### src/rtl/clk_strobe_gen.sv
// clk_strobe_gen: programmable clock-enable strobe generator.
// Divides clk by a runtime-loadable ratio and emits a one-cycle strobe per period,
// with a load/ack handshake that swaps the divisor only on a period boundary.
// Optional divided clock output enabled by macro CLK_STROBE_GEN_DIVCLK_EN.
module clk_strobe_gen #(
  parameter int unsigned CNT_W       = 16,
  parameter int unsigned DEFAULT_DIV = 10
) (
  input  logic             clk,
  input  logic             rst,
  input  logic             en,
  input  logic [CNT_W-1:0] div_in,
  input  logic             div_load,
  output logic             div_ack,
  output logic             strobe,
  output logic [15:0]      strobe_cnt,
  output logic             clk_div
);

  localparam logic [CNT_W-1:0] ONE = CNT_W'(1);

  logic [CNT_W-1:0] cnt_q, cnt_d;
  logic [CNT_W-1:0] div_reg_q, div_reg_d;
  logic [CNT_W-1:0] pend_val_q, pend_val_d;
  logic             pend_q, pend_d;
  logic             strobe_q, strobe_d;
  logic             div_ack_q, div_ack_d;
  logic [15:0]      strobe_cnt_q, strobe_cnt_d;

  logic [CNT_W-1:0] last_cnt;
  logic             wrap;
  logic             apply;

  // Period counter, divisor handshake and strobe accounting.
  always_comb begin
    cnt_d        = cnt_q;
    div_reg_d    = div_reg_q;
    pend_val_d   = pend_val_q;
    pend_d       = pend_q;
    strobe_d     = 1'b0;
    div_ack_d    = 1'b0;
    strobe_cnt_d = strobe_cnt_q;

    // Divisors 0 and 1 both mean "strobe every enabled cycle".
    last_cnt = (div_reg_q <= ONE) ? '0 : div_reg_q - ONE;
    wrap     = en && (cnt_q == last_cnt);
    // A load arriving in this edge takes over the pending slot and defers the
    // apply, so back-to-back loads yield one ack carrying the latest value.
    apply    = pend_q && !div_load && (wrap || !en);

    if (en) begin
      if (wrap) begin
        cnt_d        = '0;
        strobe_d     = 1'b1;
        strobe_cnt_d = strobe_cnt_q + 16'd1;
      end else begin
        cnt_d = cnt_q + ONE;
      end
    end else if (apply) begin
      cnt_d = '0;
    end

    if (apply) begin
      div_reg_d = pend_val_q;
      pend_d    = 1'b0;
      div_ack_d = 1'b1;
    end

    if (div_load) begin
      pend_val_d = div_in;
      pend_d     = 1'b1;
    end
  end

  // State registers with synchronous reset.
  always_ff @(posedge clk) begin
    if (rst) begin
      cnt_q        <= '0;
      div_reg_q    <= CNT_W'(DEFAULT_DIV);
      pend_val_q   <= '0;
      pend_q       <= 1'b0;
      strobe_q     <= 1'b0;
      div_ack_q    <= 1'b0;
      strobe_cnt_q <= '0;
    end else begin
      cnt_q        <= cnt_d;
      div_reg_q    <= div_reg_d;
      pend_val_q   <= pend_val_d;
      pend_q       <= pend_d;
      strobe_q     <= strobe_d;
      div_ack_q    <= div_ack_d;
      strobe_cnt_q <= strobe_cnt_d;
    end
  end

  assign strobe     = strobe_q;
  assign div_ack    = div_ack_q;
  assign strobe_cnt = strobe_cnt_q;

`ifdef CLK_STROBE_GEN_DIVCLK_EN
  logic clk_div_q, clk_div_d;

  // Divided clock toggles on every wrap edge: period 2*N_eff, 50% duty.
  always_comb begin
    clk_div_d = clk_div_q ^ wrap;
  end

  // Divided clock register.
  always_ff @(posedge clk) begin
    if (rst) clk_div_q <= 1'b0;
    else     clk_div_q <= clk_div_d;
  end

  assign clk_div = clk_div_q;
`else
  assign clk_div = 1'b0;
`endif

endmodule

### config.mk
export PLATFORM = sky130hd
export DESIGN_NAME = clk_strobe_gen
export DESIGN_NICKNAME = d
export VERILOG_FILES = /design/src/rtl/clk_strobe_gen.sv
export SDC_FILE = /design/constraint.sdc
export NUM_CORES = 1
export LEC_CHECK = 0
export CAP_MARGIN = 20
export CORE_ASPECT_RATIO = 1.2
export CORE_UTILIZATION = 57
export CTS_CLUSTER_DIAMETER = 50
export DETAILED_ROUTE_END_ITERATION = 8
export GPL_TIMING_DRIVEN = 1
export PLACE_DENSITY = 0.78
export SYNTH_ARGS = -nofsm -noshare
export SYNTH_HDL_FRONTEND = slang
export SYNTH_SLANG_ARGS = --single-unit
### constraint.sdc
create_clock -name clk -period 4.6 [get_ports clk]
set_input_delay 0.69 -clock clk [delete_from_list [all_inputs] [get_ports clk]]
set_output_delay 0.69 -clock clk [all_outputs]
set_load 0.02 [all_outputs]
# Yosys cells after proc, flatten, opt, wreduce, memory -nomap -nowiden
# Index checks and enable logic that the tools add are counted.
# op_classes
bitwise,1
mux,8
magnitude_cmp,1
n_eq_ne,1
addsub,3
n_reduce_logical,10
# op_table
operator,n
$mux W16,4
$add A16 B1 Y16 const B,2
$eq A16 B16 Y1,1
$le A16 B1 Y1 const B,1
$sub A16 B1 Y16 const B,1
$mux W1,4
$reduce_bool A2 Y1,2
$logic_and A1 B1 Y1,3
$logic_not A1 Y1,2
$reduce_and A2 Y1,1
$reduce_or A2 Y1,1
$logic_or A1 B1 Y1,1
$not A1 Y1,1
# word_totals
elab_cells,31
ff_bits,67
in_bits,20
output_inout_bits,19

# Longest topological paths before layout
# Gate-level depths: netlist of the first run.
# depth
word_depth,8
mapped_depth,14

# Worst setup path before layout of the first run
# Ideal clock, no wire load.
# synth_path
path_kind,register to register
from,register div_reg_q[0]
to,"register strobe_cnt_q[14], in the netlist strobe_cnt[14]"
arrival_time_ns,3.390
path_stages_with_launch,15
required_time_ns,4.479
synth_period_minus_slack_ns,3.510
setup_time_ns,0.121
path_slack_ns,1.090
path_buffers,4
path_cell_list,dfxtp_1 > inv_1 > ha_1 > clkbuf_1 > nor2_1 > and4bb_2 > and2_1 > clkbuf_1 > o41ai_1 > o21ai_0 > or4_1 > clkbuf_1 > clkbuf_1 > nor3_1 > mux2_2
# synth_via
elab_chain_len,5
# synth_lines
item,line_no,source
"start, declared",23,"logic [CNT_W-1:0] div_reg_q, div_reg_d;"
"start signal, assigned",79,div_reg_q <= CNT_W'(DEFAULT_DIV);
"start signal, assigned",87,div_reg_q <= div_reg_d;
$sub A16 B1 Y16 or $le A16 B1 Y1 (tied branches),45,last_cnt = (div_reg_q <= ONE) ? '0 : div_reg_q - ONE;
$mux W16 *,45,
$eq A16 B16 Y1 *,46,wrap = en && (cnt_q == last_cnt);
$logic_and A1 B1 Y1 *,46,
$reduce_and A2 Y1 (no line) *,--,
"end signal, assigned",92,strobe_cnt_q <= strobe_cnt_d;
"end, declared",28,"logic [15:0] strobe_cnt_q, strobe_cnt_d;"
# Mark *: on every way between the ends. The rest lies on a longest branch, timed or not.
# A chain may end at the register's enable or synchronous reset.

# Worst setup path in the final report of the first run
# layout_path
from,register div_reg_q[0]
to,"register strobe_cnt_q[13], in the netlist strobe_cnt[13]"
# Same word-level chain as after synthesis.

==> results.py, run 1 <==
metrics = {
    "logic_synthesis": {
        "yosys_warnings": 0,
        "seq_area_frac_synth_pct": 34.5,
        "synth.distinct_cells": 57,
        "synth_top_cell_by_area": "dfxtp_1",
        "syn_area_um2": 3890,
        "synth_nets": 480,
        "synthTopCellsByArea": "dfxtp_1 (35%), mux2i_1 (8.5%), nand2b_1 (5.5%)",
        "synth-seq-cells": 67,
        "ys.flop_type": "dfxtp_1",
        "yosys.area.top_type_share_pct": 34.5,
        "async_flop_share_pct": 0,
        "synth_edf_count": 0,
        "syn_avg_cell_area_um2": 8.53,
        "syn_inst": 456,
    },
    "layout": {
        "diodes": 0,
        "fin_area_um2": 4500,
        "nFillCells": 555,
        "layout-drive-gt1-share_pct": 9.94,
        "nets": 502,
        "syn2layout_area_growth_pct": 15.8,
        "fin_cells": 568,
    },
    "floorplan": {
        "row_count": 32,
        "initial_core_util_pct": 59.6,
        "dieArea_um2": 7160,
        "die_h_um": 92.5,
        "io_pins": 39,
        "core-area_um2": 6530,
        "die_w_um": 77.4,
    },
    "drt": {
        "wire_per_inst_um": 15.5,
        "drtIter0Drc": 187,
        "route.detailed.drc": 0,
        "routed_wl_mm": 8.78,
        "ant_nets": 0,
        "first_pass_iters": 4,
        "via_per_inst": 5.90,
        "routed-via-count": 3349,
    },
    "worst_setup_path": {
        "reg2reg_slack_ns": 0.72,
        "worstPathCellList": "inv_1 -> ha_1 -> nor2_1 -> and4bb_2 -> and2_1 -> o41ai_1 -> o21ai_0 -> or4_1 -> nor4_1 -> mux2_2",
        "path_class": "reg -> reg",
        "rr_worst_depth": 10,
        "r2r-end": "strobe_cnt[13]",
        "crit_fanout": 18,
        "cp.arrival_ns": 4.13,
        "cp_data_required_time_ns": 4.85,
        "rr_startpoint": "div_reg_q[0]",
        "crit_path_top_delay_cell": "or4_1",
        "cpPeakStageDelay_ns": 0.82,
        "critPathCaptureType": "flop",
        "critPathLaunchType": "flop",
    },
    "global_routing": {
        "grt_max_degree": 55,
        "grt_pass1_vias": 3241,
        "grt_pass1_wl_mm": 14.9,
        "grt_overflow": 0,
        "antenna_found_initial": 0,
        "grt_usage_pct": 26.3,
    },
    "timing": {
        "clock_skew_ns": 0.0112,
        "grt_setup_unrepaired": "false",
        "fmax_ghz": 0.258,
        "timing.final.crit_share_pct": 84.4,
        "fin_ws_ns": 0.719,
        "max-slew-margin-rel_pct": 39.7,
        "setup_violations": 0,
        "tightest_slew_ns": 0.905,
        "final_max_slew_viol_count": 0,
        "tns_ns": 0,
        "hold_violations": 0,
        "min_period_ns": 3.88,
    },
    "placement": {
        "io_buffers": 37,
        "place_area_um2": 4240,
        "place.gp.congestion": 0.793,
        "dpl.cell_count": 551,
        "dp_hpwl_mm": 5.81,
        "pre_cts_slack_ns": 0.697,
    },
    "clocking": {
        "cts_tree": "yes",
        "clk_latency_ns": 0.35,
        "cts_buffers": 9,
        "clock_sinks": 67,
        "holdBufCountCts": 0,
        "htreeDepth": 3,
        "clock-root-buffer": "clkbuf_8",
        "clockBufferDepth": 2,
        "clk_pin_slew_ns": 0.08,
        "cts_setup_buffers": 0,
        "cts_resized": 0,
    },
    "worst_hold_path": {
        "worstHoldStart": "pend_val_q[2]",
        "min_to": "div_reg_q[2]",
        "hold_class": "reg -> reg",
        "worstHoldPathCells": 2,
    },
    "power": {
        "powerDensity_nw_per_um2": 299,
        "leakagePower_nw": 1.62,
        "irDropWorstVdd_v": 0.000281,
    },
    "outcome": {
        "outcome": "complete, no violations",
    },
    "flow_run": {
        "max_cap_violations": 0,
    },
}
## registers in the layout, indices dropped and copies added (netlist names)
| name | cells |
|---|---|
| cnt_q | 16 |
| div_reg_q | 16 |
| pend_val_q | 16 |
| strobe_cnt | 16 |
| div_ack | 1 |
| pend_q | 1 |
| strobe | 1 |
## cells by family (layout without fill, tap and decap cells)
family / Yosys count / in the layout / synth area share (%)
and+or+nand+nor: 205 / 205 / 29.2
DFF: 67 / 67 / 34.5
AOI/OAI and AO/OA: 60 / 60 / 10.6
muxes: 47 / 47 / 12.6
buffers and inverters: 43 / 70 / 5.21
xor gates and xnor gates: 29 / 29 / 6.53
adders and majority gates: 4 / 4 / 1.29
other: 1 / 1 / 0.0965
## synth_stat cells, drive strengths merged (9+ instances only)
cell    instances
a211oi         14
a21oi           9
buf            10
clkbuf         22
dfxtp          67
inv            11
mux2           14
mux2i          33
nand2          17
nand2b         34
nand3          15
nand4          11
nor2           48
nor2b          16
nor3           21
nor4            9
o21ai          13
xnor2          16
xor2           13
## area by class of cell
type | instances | area, um2 | share of cell area (%)
Inverter | 11 | 41.3 | 0.917
Timing Repair Buffer | 43 | 418 | 9.29
Clock buffer | 10 | 138 | 3.06
Multi-Input combinational cell | 346 | 2340 | 52.1
Tap cell | 85 | 106 | 2.36
Clock inverter | 6 | 113 | 2.50
Sequential cell | 67 | 1340 | 29.8
## report_power, final
group | internal, mW | leakage (nW) | switching [mW]
Clock | 0.376 | 0.126 | 0.240
Sequential | 0.593 | 0.544 | 0.0137
Combinational | 0.0570 | 0.949 | 0.0669
Total | 1.03 | 1.62 | 0.320
## placed cells by master, fill, tap and decap left out, types with 2 or more instances in the layout
master            n
a2111oi_0         2
xnor2_1          16
nand3b_1          3
dfxtp_1          67
clkinv_4          2
nor4b_1           2
nor3_1           20
clkdlybuf4s50_1  36
buf_4             5
nor4_1            8
or3_1             5
and2_1            3
a211oi_1         14
xor2_1           13
mux2_2           14
mux2i_1          33
o21ai_0          12
or2_2             2
or4_1             4
o32ai_1           2
nand2b_1         34
nor2b_1          16
and3_1            6
bufinv_16         3
nor2_1           48
o22ai_1           4
inv_1            11
nand3_1          15
nand2_1          17
a211o_1           2
nand4_1          11
ha_1              4
a21oi_1           9
or4_4             3
clkbuf_8         10
a31oi_1           2
o41ai_1           2
## metal layers
layer / GRT usage (%) / vias up / routed length, um
met4: 14.0 / 0 / 216
met1: 31.0 / 1598 / 3920
met5: 0 / - / 0
li1: - / 1659 / -
met2: 43.8 / 71 / 4290
met3: 6.60 / 21 / 354
## through the flow
| step | util [%] | power [mW] | hold WS [ns] |
|---|---|---|---|
| floorplan | - | 0.708 | 0.450 |
| global placement | 64.9 | 0.738 | 0.466 |
| detailed placement | 64.9 | 0.741 | 0.470 |
| CTS | 68.7 | 1.35 | 0.482 |
| global route | 69.0 | 1.39 | 0.500 |
| finish | 69.0 | 1.35 | 0.477 |
## worst max-delay path by stage
stage	from	to	slack, ns
after floorplan	div_reg_q[0]	strobe_cnt[14]	1.09
after CTS	div_reg_q[0]	div_reg_q[0]	0.66
after global routing	div_reg_q[0]	strobe_cnt[13]	0.39
after global placement	div_reg_q[0]	div_reg_q[4]	0.87
final	div_reg_q[0]	strobe_cnt[13]	0.72
after detailed placement	div_reg_q[0]	div_reg_q[12]	0.70
## critical path: cells and delay by family (launching register included)
kind,cells,cell delay [ns]
simple gates,5,1.93
compound gates,2,0.60
flops,1,0.42
mux,1,0.36
fa+ha+maj,1,0.34
buf+inv,1,0.12
(Power assumes the default switching activity.)
==> inputs of run 2 (changes only) <==
==> constraint.sdc (replaced) <==
create_clock -name clk -period 3.7 [get_ports clk]
set_input_delay 0.555 -clock clk [delete_from_list [all_inputs] [get_ports clk]]
set_output_delay 0.555 -clock clk [all_outputs]
set_load 0.02 [all_outputs]
==> results.py, run 2 (synthesis gave the netlist of run 1 again) <==
metrics = {
    "drt": {
        "first_pass_iters": 5,
        "wire_per_inst_um": 15.5,
        "ant_nets": 0,
        "wl_met2_mm": 4.50,
        "route.detailed.drc": 0,
        "top_layer": "met4",
        "drtIter0Drc": 241,
        "routed-via-count": 3393,
        "routed_wl_mm": 8.91,
        "via_per_inst": 5.91,
        "dr_wl_met3_um": 377,
        "wl_met1_mm": 3.83,
    },
    "placement": {
        "io_buffers": 37,
        "place_area_um2": 4290,
        "place.gp.congestion": 0.860,
        "dp_hpwl_mm": 6.08,
        "dpl.cell_count": 558,
    },
    "timing": {
        "holdWs_ns": 0.475,
        "hold_violations": 0,
        "clock_skew_ns": 0.00724,
        "grt_setup_unrepaired": "true",
        "tightest_slew_ns": 0.784,
        "max-slew-margin-rel_pct": 47.7,
        "final_max_slew_viol_count": 0,
        "timing.final.crit_share_pct": 95.7,
        "fmax_ghz": 0.282,
        "setup_violations": 0,
        "min_period_ns": 3.54,
    },
    "layout": {
        "nets": 508,
        "mostFrequentLayoutCell": "dfxtp_1",
        "diodes": 0,
        "syn2layout_area_growth_pct": 17.2,
        "layout-drive-gt1-share_pct": 12.5,
        "layout_common_cells": "dfxtp_1 (66), nor2_1 (48), clkdlybuf4s50_1 (36)",
        "fin_area_um2": 4560,
        "fin_cells": 574,
    },
    "global_routing": {
        "grt_overflow": 0,
        "antenna_found_initial": 0,
        "grt_usage_pct": 25.9,
        "grt_max_degree": 57,
        "grt_pass1_vias": 3097,
        "grt_pass1_wl_mm": 14.7,
    },
    "outcome": {
        "outcome": "complete, no violations",
    },
    "power": {
        "powerDensity_nw_per_um2": 355,
        "switching_share_pct": 24.0,
        "p_comb_share_pct": 9.8,
        "p_int_mw": 1.23,
        "power_switching_mw": 0.388,
        "p_seq_share_pct": 46.6,
        "clkPwrFrac_pct": 43.6,
        "total_power_mw": 1.62,
        "leakagePower_nw": 1.65,
        "irDropWorstVdd_v": 0.000261,
    },
    "floorplan": {
        "initial_core_util_pct": 59.6,
        "die_w_um": 77.4,
        "die_h_um": 92.5,
        "core-area_um2": 6530,
        "row_count": 32,
        "dieArea_um2": 7160,
        "io_pins": 39,
    },
    "worst_setup_path": {
        "worstPathCellList": "inv_1 -> ha_1 -> nor2_1 -> and4bb_2 -> and2_1 -> o41ai_2 -> o21ai_1 -> or4_1 -> buf_4 -> nor4_2 -> mux2_2",
        "critPathLaunchType": "flop",
        "cp.arrival_ns": 3.77,
        "cp_data_required_time_ns": 3.93,
        "cpPeakStageDelay_ns": 0.52,
        "crit_fanout": 18,
        "critPathCaptureType": "flop",
        "path_class": "reg -> reg",
        "crit_path_top_delay_cell": "or4_1",
    },
    "clocking": {
        "clock-root-buffer": "clkbuf_8",
        "clk_pin_slew_ns": 0.08,
        "clock_sinks": 67,
        "cts_buffers": 9,
        "cts_tree": "yes",
        "clk_latency_ns": 0.35,
        "htreeDepth": 3,
        "clockBufferDepth": 2,
        "holdBufCountCts": 0,
    },
    "worst_hold_path": {
        "hold_class": "reg -> reg",
    },
    "flow_run": {
        "max_cap_violations": 0,
    },
}
-- run 2: critical path, delay by kind of cell (launching register included) --
kind	cells	cell delay [ns]
AO/OA/AOI/OAI	2	0.52
adder cells (fa/ha/maj)	1	0.26
AND/OR/NAND/NOR	5	1.54
flip-flops	1	0.42
buffers and inverters	2	0.31
multiplexers	1	0.36
-- run 2: final cells by class --
type | instances | area [um2]
clock inverter | 5 | 85.1
multi-input combinational | 346 | 2370
inverter | 11 | 41.3
timing repair buffer | 49 | 455
tap | 85 | 106
clock buffer | 11 | 151
sequential | 67 | 1340
fill | 544 | 1970
-- run 2: final timing paths --
kind,cells after the start,slack [ns],end,from
worst max-delay path,11,0.16,strobe_cnt[15],div_reg_q[1]
worst max register to register,11,0.16,strobe_cnt[15],div_reg_q[1]
worst min-delay path,2,0.48,div_reg_q[4],pend_val_q[4]
worst min register to register,2,0.48,div_reg_q[4],pend_val_q[4]
-- run 2: repair_timing --
| item | in CTS | in global routing |
|---|---|---|
| endpoints found under the setup margin | 0 | 48 |
| resized for setup | 0 | 8 |
| buffers inserted | 0 | 0 |
-- run 2: routing by layer --
| metal | vias to the layer above | global-route usage, % |
|---|---|---|
| met5 | - | 0 |
| met3 | 20 | 4.93 |
| li1 | 1676 | - |
| met1 | 1592 | 31.1 |
| met4 | 0 | 11.0 |
| met2 | 105 | 44.7 |
-- run 2: power by group through the flow --
| stage | sequential (mW) | clock, mW | combinational, mW |
|---|---|---|---|
| after floorplan | 0.764 | 0 | 0.115 |
| after global placement | 0.768 | 0 | 0.151 |
| after detailed placement | 0.769 | 0 | 0.154 |
| after CTS | 0.753 | 0.719 | 0.156 |
| after global routing | 0.755 | 0.750 | 0.175 |
| final | 0.753 | 0.705 | 0.158 |
-- run 2: stage by stage --
| step | utilization (%) | TNS (ns) | setup slack [ns] |
|---|---|---|---|
| 6_report | 69.8 | 0 | 0.159 |
| 2_1_floorplan | - | 0 | 0.190 |
| 5_1_grt | 69.8 | -0.00155 | -0.00155 |
| 3_5_place_dp | 65.7 | 0 | 0.0318 |
| 4_1_cts | 69.3 | 0 | 0.00934 |
| 3_3_place_gp | 65.7 | 0 | 0.0134 |
==> inputs of run 3 (changes only) <==
--- a/config.mk
+++ b/config.mk
@@ -6,8 +6,10 @@
 export NUM_CORES = 1
 export LEC_CHECK = 0
 export CAP_MARGIN = 20
+export CELL_PAD_IN_SITES_DETAIL_PLACEMENT = 2
+export CELL_PAD_IN_SITES_GLOBAL_PLACEMENT = 2
 export CORE_ASPECT_RATIO = 1.2
-export CORE_UTILIZATION = 57
+export CORE_UTILIZATION = 35
 export CTS_CLUSTER_DIAMETER = 50
 export DETAILED_ROUTE_END_ITERATION = 8
 export GPL_TIMING_DRIVEN = 1
==> constraint.sdc (replaced) <==
create_clock -name clk -period 3.8 [get_ports clk]
set_input_delay 0.57 -clock clk [delete_from_list [all_inputs] [get_ports clk]]
set_output_delay 0.57 -clock clk [all_outputs]
set_load 0.02 [all_outputs]
==> results.py, run 3 (synthesis gave the netlist of run 1 again) <==
metrics = {
    "worst_setup_path": {
        "cp-startpoint": "div_reg_q[15]",
        "rr_startpoint": "div_reg_q[15]",
        "cp_data_required_time_ns": 4.03,
        "critPathCaptureType": "flop",
        "worstPathCellList": "or4_1 -> and4bb_2 -> nand2_1 -> a211oi_1 -> o32ai_1 -> or4_1 -> buf_4 -> nor4_1 -> mux2_2",
        "crit_fanout": 18,
        "critPathLaunchType": "flop",
        "crit_path_top_delay_cell": "or4_1",
        "cpMostUsedCell": "or4_1",
        "r2r-end": "strobe_cnt[13]",
        "reg2reg_slack_ns": 0.23,
        "rr_worst_depth": 9,
        "cpPeakStageDelay_ns": 0.59,
        "cp.arrival_ns": 3.79,
        "path_class": "reg -> reg",
    },
    "clocking": {
        "htreeDepth": 3,
        "clk_latency_ns": 0.34,
        "clock_sinks": 67,
        "holdBufCountCts": 0,
        "clk_pin_slew_ns": 0.06,
        "clock-root-buffer": "clkbuf_16",
        "cts_buffers": 9,
        "cts_setup_buffers": 0,
        "clockBufferDepth": 2,
        "cts_tree": "yes",
    },
    "global_routing": {
        "grt_usage_pct": 21.2,
        "antenna_found_initial": 0,
        "grt_pass1_vias": 3841,
        "grt_overflow": 0,
        "grt_max_degree": 54,
        "grt_pass1_wl_mm": 19.6,
    },
    "timing": {
        "fmax_ghz": 0.280,
        "tns_ns": 0,
        "grt_setup_unrepaired": "false",
        "hold_violations": 0,
        "clock_skew_ns": 0.00717,
        "max-slew-margin-rel_pct": 36.0,
        "tightest_slew_ns": 0.961,
        "timing.final.crit_share_pct": 93.9,
        "holdWs_ns": 0.481,
        "final_max_slew_viol_count": 0,
        "min_period_ns": 3.57,
        "fin_ws_ns": 0.231,
        "setup_violations": 0,
    },
    "placement": {
        "io_buffers": 37,
        "pre_cts_slack_ns": 0.00244,
        "place.gp.congestion": 0.797,
        "place_area_um2": 4370,
        "dp_hpwl_mm": 7.92,
        "dpl.cell_count": 604,
    },
    "drt": {
        "route.detailed.drc": 0,
        "wire_per_inst_um": 18.4,
        "via_per_inst": 5.55,
        "first_pass_iters": 6,
        "ant_nets": 0,
        "routed_wl_mm": 11.4,
        "routed-via-count": 3438,
        "drtIter0Drc": 124,
    },
    "layout": {
        "syn2layout_area_growth_pct": 21.1,
        "nets": 510,
        "layout-drive-gt1-share_pct": 12.8,
        "layout_common_cells": "dfxtp_1 (67), nor2_1 (48), clkdlybuf4s50_1 (36)",
        "multi_input_area_um2": 2380,
        "mostFrequentLayoutCell": "dfxtp_1",
        "fin_area_um2": 4710,
        "diodes": 0,
        "seqCellArea_um2": 1340,
        "fin_cells": 620,
        "utilization_pct": 44.1,
        "nFillCells": 1204,
    },
    "floorplan": {
        "die_w_um": 98.2,
        "dieArea_um2": 11500,
        "io_pins": 39,
        "core-area_um2": 10700,
        "row_count": 41,
        "initial_core_util_pct": 36.4,
        "die_h_um": 117,
    },
    "power": {
        "power_switching_mw": 0.435,
        "p_int_mw": 1.32,
        "total_power_mw": 1.76,
        "switching_share_pct": 24.8,
        "p_seq_share_pct": 41.8,
        "powerDensity_nw_per_um2": 373,
        "p_comb_share_pct": 9.6,
        "clkPwrFrac_pct": 48.6,
        "leakagePower_nw": 1.69,
        "irDropWorstVdd_v": 0.000189,
    },
    "worst_hold_path": {
        "hold_class": "reg -> reg",
        "worstHoldPathCells": 2,
        "worstHoldStart": "pend_val_q[2]",
        "min_to": "div_reg_q[2]",
    },
    "flow_run": {
        "max_cap_violations": 0,
    },
    "outcome": {
        "outcome": "complete, no violations",
    },
}
[run 3: worst max-delay path: cells and delay by family, from the launching register on]
family / cells / cell delay (ns)
flip-flops: 1 / 0.34
AND/OR/NAND/NOR: 5 / 1.96
AO/OA/AOI/OAI: 2 / 0.56
multiplexers: 1 / 0.36
buffers and inverters: 1 / 0.21
[run 3: worst max-delay path by stage]
stage | end | slack, ns | depth (start not counted)
6_report | strobe_cnt[13] | 0.23 | 9
3_5_place_dp | strobe_cnt[15] | 0.002 | 11
5_1_grt | strobe_cnt[15] | 0.009 | 11
4_1_cts | strobe_cnt[15] | 0.02 | 11
3_3_place_gp | strobe_cnt[15] | 0.21 | 11
2_1_floorplan | strobe_cnt[14] | 0.29 | 14
[run 3: power groups by stage]
stage	sequential, mW	combinational (mW)	clock [mW]
finish	0.733	0.168	0.853
global route	0.736	0.185	0.912
CTS	0.734	0.169	0.877
detailed placement	0.749	0.166	0
global placement	0.748	0.160	0
floorplan	0.744	0.112	0
[run 3: area by class of cell]
class,count,area share [%]
multi-input combinational,346,50.5
sequential,67,28.5
timing repair buffer,51,10.3
clock buffer,10,5.08
tap,129,3.43
clock inverter,6,1.38
inverter,11,0.877
[run 3: routing by layer]
metal	track usage, %	part of all wire (%)
met1	26.3	46
met5	0	0
met2	37.2	51
met3	3.44	1.9
met4	6.90	1.0
[run 3: timing repair]
item	in CTS	in global routing
endpoints found under the setup margin	3	33
gates resized for setup	2	7
pin swaps	0	1
